<file path="config.mk">
export PLATFORM = sky130hd
export DESIGN_NAME = uart_rx
export DESIGN_NICKNAME = d
export VERILOG_FILES = /design/src/rtl/uart_pkg.sv /design/src/rtl/uart_rx_sync.sv /design/src/rtl/uart_rx.sv
export SDC_FILE = /design/constraint.sdc
export NUM_CORES = 1
export LEC_CHECK = 0
export CAP_MARGIN = 20
export CORE_ASPECT_RATIO = 1.1
export CORE_MARGIN = 5
export CORE_UTILIZATION = 60
export DETAILED_ROUTE_END_ITERATION = 8
export PLACE_DENSITY = 0.9
export SLEW_MARGIN = 20
export SYNTH_ARGS = -nofsm -noshare
export SYNTH_HDL_FRONTEND = slang
export SYNTH_SLANG_ARGS = --single-unit
</file>
<file path="constraint.sdc">
create_clock -name clk -period 7.9 [get_ports clk]
set_clock_uncertainty 0.2 [all_clocks]
set_input_delay 0.79 -clock clk [delete_from_list [all_inputs] [get_ports clk]]
set_output_delay 0.79 -clock clk [all_outputs]
set_load 0.005 [all_outputs]
</file>
<file path="src/rtl/uart_pkg.sv">
// Shared UART definitions: default bit period, frame levels and the receiver state encoding.
package uart_pkg;

    // 50 MHz clock, 115200 baud
    localparam int unsigned CLKDIV_DEFAULT = 50000000 / 115200 - 1;

    localparam int unsigned DATA_BITS   = 8;
    localparam logic        START_LEVEL = 1'b0;
    localparam logic        STOP_LEVEL  = 1'b1;
    localparam logic        IDLE_LEVEL  = 1'b1;

    typedef enum logic [2:0] {
        IDLE,
        START,
        DATA,
        STOP,
        BREAK
    } rx_state_t;

endpackage

</file>
<file path="src/rtl/uart_rx_sync.sv">
// Two-flop synchronizer for an asynchronous single-bit input, with a selectable reset level.
module uart_rx_sync #(
    parameter logic RESET_VAL = 1'b1
) (
    input  logic clk,
    input  logic rst,
    input  logic din,
    output logic dout
);

    logic meta;

    always_ff @(posedge clk or negedge rst) begin
        if (!rst) begin
            meta <= RESET_VAL;
            dout <= RESET_VAL;
        end else begin
            meta <= din;
            dout <= meta;
        end
    end

endmodule

</file>
<file path="src/rtl/uart_rx.sv">
// 8N1 UART receiver: mid-bit sampling from a divider count, one-cycle valid / frame_err strobes.
module uart_rx
    import uart_pkg::*;
#(
    parameter int unsigned CLKDIV = CLKDIV_DEFAULT
) (
    input  logic       clk,
    input  logic       rst,
    input  logic       rx_serial,
    output logic [7:0] dout,
    output logic       valid,
    output logic       frame_err,
    output logic       busy
);

    localparam logic [15:0] DIV_FULL = 16'(CLKDIV);
    localparam logic [15:0] DIV_HALF = 16'(CLKDIV / 2);
    localparam logic [2:0]  LAST_BIT = 3'(DATA_BITS - 1);

    rx_state_t   state;
    logic        rxs;
    logic [15:0] divcntr;
    logic [2:0]  bitcnt;
    logic [7:0]  shift;

    uart_rx_sync #(
        .RESET_VAL(IDLE_LEVEL)
    ) u_sync (
        .clk (clk),
        .rst (rst),
        .din (rx_serial),
        .dout(rxs)
    );

    always_ff @(posedge clk or negedge rst) begin
        if (!rst) begin
            state     <= IDLE;
            divcntr   <= '0;
            bitcnt    <= '0;
            shift     <= '0;
            dout      <= '0;
            valid     <= 1'b0;
            frame_err <= 1'b0;
            busy      <= 1'b0;
        end else begin
            valid     <= 1'b0;
            frame_err <= 1'b0;
            case (state)
                IDLE: begin
                    if (rxs == START_LEVEL) begin
                        state   <= START;
                        divcntr <= '0;
                        busy    <= 1'b1;
                    end
                end
                START: begin
                    if (divcntr == DIV_HALF) begin
                        if (rxs == START_LEVEL) begin
                            state   <= DATA;
                            divcntr <= '0;
                            bitcnt  <= '0;
                        end else begin
                            state <= IDLE;
                            busy  <= 1'b0;
                        end
                    end else begin
                        divcntr <= divcntr + 16'd1;
                    end
                end
                DATA: begin
                    if (divcntr == DIV_FULL) begin
                        shift[bitcnt] <= rxs;
                        divcntr       <= '0;
                        bitcnt        <= bitcnt + 3'd1;
                        if (bitcnt == LAST_BIT) begin
                            state <= STOP;
                        end
                    end else begin
                        divcntr <= divcntr + 16'd1;
                    end
                end
                STOP: begin
                    // Leaving at mid-stop-bit keeps half a bit of slack for the next start edge
                    if (divcntr == DIV_FULL) begin
                        if (rxs == STOP_LEVEL) begin
                            dout  <= shift;
                            valid <= 1'b1;
                            state <= IDLE;
                            busy  <= 1'b0;
                        end else begin
                            frame_err <= 1'b1;
                            state     <= BREAK;
                        end
                    end else begin
                        divcntr <= divcntr + 16'd1;
                    end
                end
                BREAK: begin
                    if (rxs == IDLE_LEVEL) begin
                        state <= IDLE;
                        busy  <= 1'b0;
                    end
                end
                default: begin
                    state <= IDLE;
                    busy  <= 1'b0;
                end
            endcase
        end
    end

endmodule

</file>
==> impl_metrics.tcl <==
set metrics [dict create \
    wire_per_inst_um 15.46 \
    ys.flop_type "dfrtp_1" \
    multi_input_area_um2 1060 \
    async_flop_share_pct 100.0 \
    grt_pass1_vias 1497 \
    synth_edf_count 0 \
    path_class "flip-flop to flip-flop" \
    final_cells 280 \
    peakVddDrop_v 0.00008981 \
    start_util_pct 61.25 \
    cap_violations 0 \
    nFillCells 258 \
    yosysSeqAreaShare_pct 48.95 \
    hold_buffers 0 \
    port_buffers 13 \
    required_ns 7.89 \
    clk_pin_slew_worst_paths_ns 0.08 \
    synth_cells 218 \
    maxSlewViolCount 0 \
    leakagePower_nw 1.095 \
    dp.cells 272 \
    synth_compound_area_share_pct 16.92 \
    worstMarginPinSlew_ns 0.9238 \
    clock_sinks 43 \
    cp.arrival_ns 2.77 \
    synth-seq-cells 43 \
    n_antenna_cell 0 \
    synth_mux_area_share_pct 5.111 \
    finalCoreUtilization_pct 68.77 \
    die_h_um 73.56 \
    yosysWarnings 0 \
    synthToLayoutAreaGrowth_pct 12.27 \
    fin_crit_ns 2.781 \
    seqCellArea_um2 1079 \
    synthDistinctLibCells 50 \
    io_pins 14 \
    synth_top_family_by_area "simple AND/OR/NAND/NOR gates" \
    path_max_fanout 17 \
    grt_util_all_layers_pct 19.83 \
    hold_slack_ns 0.1600 \
    core_area_um2 3597 \
    min_path_type "flip-flop to flip-flop" \
    max_freq_ghz 0.3596 \
    antenna_found_initial 0 \
    endpoint_kind "flip-flop" \
    routed-wl-met2_um 2115 \
    cellPowerDensity_nw_per_um2 162.4 \
    cts_tree "built" \
    syn-cell-area_um2 2203 \
    wl_met3_um 189 \
    cpPeakStageDelay_ns 0.63 \
    finalHoldViolations 0 \
    dr_total_vias 1709 \
    grt_max_degree 44 \
    placed_cell_area_um2 2356 \
    clock-root-buffer "clkbuf_8" \
    route.final.wire_length_um 4329 \
    maxUsedRoutingLayer "met4" \
    clk_latency_ns 0.29 \
    ant_nets 0 \
    cts_made_buffers 5 \
    drive_gt1_share_pct 13.48 \
    rows 23 \
    outcome "finished clean" \
    grt_pass1_wl_um 7327 \
    fin_setup_tns_ns 0 \
    gr-total-overflow 0 \
    drt-initial-drc-count 96 \
    worstSetupStartpointType "flip-flop" \
    post_cts_buffers 0 \
    yosysTopAreaCell "dfrtp_1" \
    synthTopCellsByCount "dfrtp_1 (41), nand2_1 (24), nor2_1 (16)" \
    hpwl_um 2963 \
    post-route-period-util_pct 35.20 \
    post_cts_resized 0 \
    chipWidth_um 67.78 \
    cts_max_level 2 \
    wl_met1_um 1940 \
    cp_cell_sequence "or4_4, nor4_2, o32a_2, o21ai_0, a22o_1" \
    clockBufferDepth 2 \
    routed_via_density 6.104 \
    rsz0062_at_grt "no" \
    drt_pre_antenna_iters 5 \
    dieArea_um2 4986 \
    fin_area_um2 2474 \
    syn_area_per_cell_um2 10.11 \
    synth_top_area_share_pct 46.56 \
    yosysMostFrequentCell "dfrtp_1" \
    slowest_stage "nor4_2" \
    drc 0 \
    max_slew_margin_pct 38.41 \
    finalSetupViolations 0 \
    synth_adder_area_share_pct 2.839 \
    nets 237 \
    yosys-top-cells-area "dfrtp_1 (47%), mux2_2 (4.6%), nand2_1 (4.1%)" \
    synth-simple-area-share_pct 23.23 \
    synth_xor_area_share_pct 0 \
    place.gp.congestion 0.8092 \
    synth_nets 226 \
]
[report_power, final]
| part | switching, mW | internal, mW | leakage (nW) |
|---|---|---|---|
| Combinational | 0.00536 | 0.000758 | 0.460 |
| Clock | 0.0718 | 0.102 | 0.0612 |
| Sequential | 0.000678 | 0.221 | 0.574 |
[registers in the layout, summed over array words and instances, names as in the netlist]
signal / flops
bitcnt: 3
busy: 1
frame_err: 1
shift: 8
state: 3
divcntr: 16
u_sync.dout: 1
dout: 8
valid: 1
u_sync.meta: 1
[metal layers]
layer,up-vias,global-route usage (%)
li1,830,-
met1,837,26.58
met2,35,31.03
met3,7,4.587
met4,0,7.947
met5,-,0
[cell type report]
type                            instances  area share, %
Timing Repair Buffer                   14          5.362
Clock inverter                          2          1.416
Multi-Input combinational cell        159          42.84
Sequential cell                        43          43.60
Inverter                                6         0.9105
Tap cell                               50          2.529
Clock buffer                            6          3.338
[kinds of logic after synthesis]
family	after synthesis
and+or+nand+nor	90
AOI/OAI and AO/OA	54
DFF	43
buffers and inverters	16
muxes	10
adders and majority gates	5
[metrics by stage]
step	total power, mW	setup WS, ns
4_1_cts	0.4052	5.141
2_1_floorplan	0.2268	5.366
6_report	0.4017	5.119
3_5_place_dp	0.2322	5.171
3_3_place_gp	0.2321	5.230
5_1_grt	0.4177	5.001
[final timing paths]
kind / startpoint / to / slack (ns) / cells past startpoint
min in group asynchronous: rst / dout[0]$_DFFE_PN0P_ / 0.43 / 1
max in group asynchronous: rst / dout[3]$_DFFE_PN0P_ / 6.50 / 1
max: divcntr[13]$_DFFE_PN0P_ / divcntr[5]$_DFFE_PN0P_ / 5.12 / 5
max reg2reg: divcntr[13]$_DFFE_PN0P_ / divcntr[5]$_DFFE_PN0P_ / 5.12 / 5
min reg2reg: u_sync.meta$_DFF_PN1_ / u_sync.dout$_DFF_PN1_ / 0.16 / 0
min: u_sync.meta$_DFF_PN1_ / u_sync.dout$_DFF_PN1_ / 0.16 / 0
[layout by cell type (no fill, tap or decap), types with 2 or more instances in the layout]
| master | Yosys | routed |
|---|---|---|
| or3_1 | 5 | 5 |
| o211ai_1 | 3 | 3 |
| o2bb2ai_1 | 2 | 2 |
| a22o_1 | 4 | 4 |
| dfrtp_1 | 41 | 41 |
| dfstp_2 | 2 | 2 |
| o32ai_1 | 2 | 2 |
| mux2_2 | 9 | 9 |
| nor3b_1 | 2 | 2 |
| o21ai_0 | 10 | 10 |
| nand3b_1 | 3 | 3 |
| nand4_2 | 2 | 2 |
| nand4b_1 | 3 | 3 |
| nor3_1 | 5 | 5 |
| inv_1 | 5 | 5 |
| clkdlybuf4s50_1 | 0 | 12 |
| clkbuf_8 | 0 | 6 |
| or4_4 | 2 | 2 |
| a211oi_1 | 2 | 2 |
| a21oi_1 | 7 | 7 |
| nand4_1 | 2 | 2 |
| a21o_1 | 3 | 3 |
| o21ai_1 | 5 | 5 |
| nand3_1 | 13 | 13 |
| ha_1 | 5 | 5 |
| nand2b_1 | 5 | 5 |
| nor4_1 | 2 | 2 |
| nor2_1 | 16 | 16 |
| nand2_1 | 24 | 24 |
| o31ai_1 | 6 | 6 |
[worst max-delay path, delay by kind of cell, from the launching register on]
kind             cells  cell delay [ns]
AO/OA/AOI/OAI        3             0.82
flip-flops           1             0.43
AND/OR/NAND/NOR      2             1.23
No activity file was read; power rests on OpenSTA's default activity.
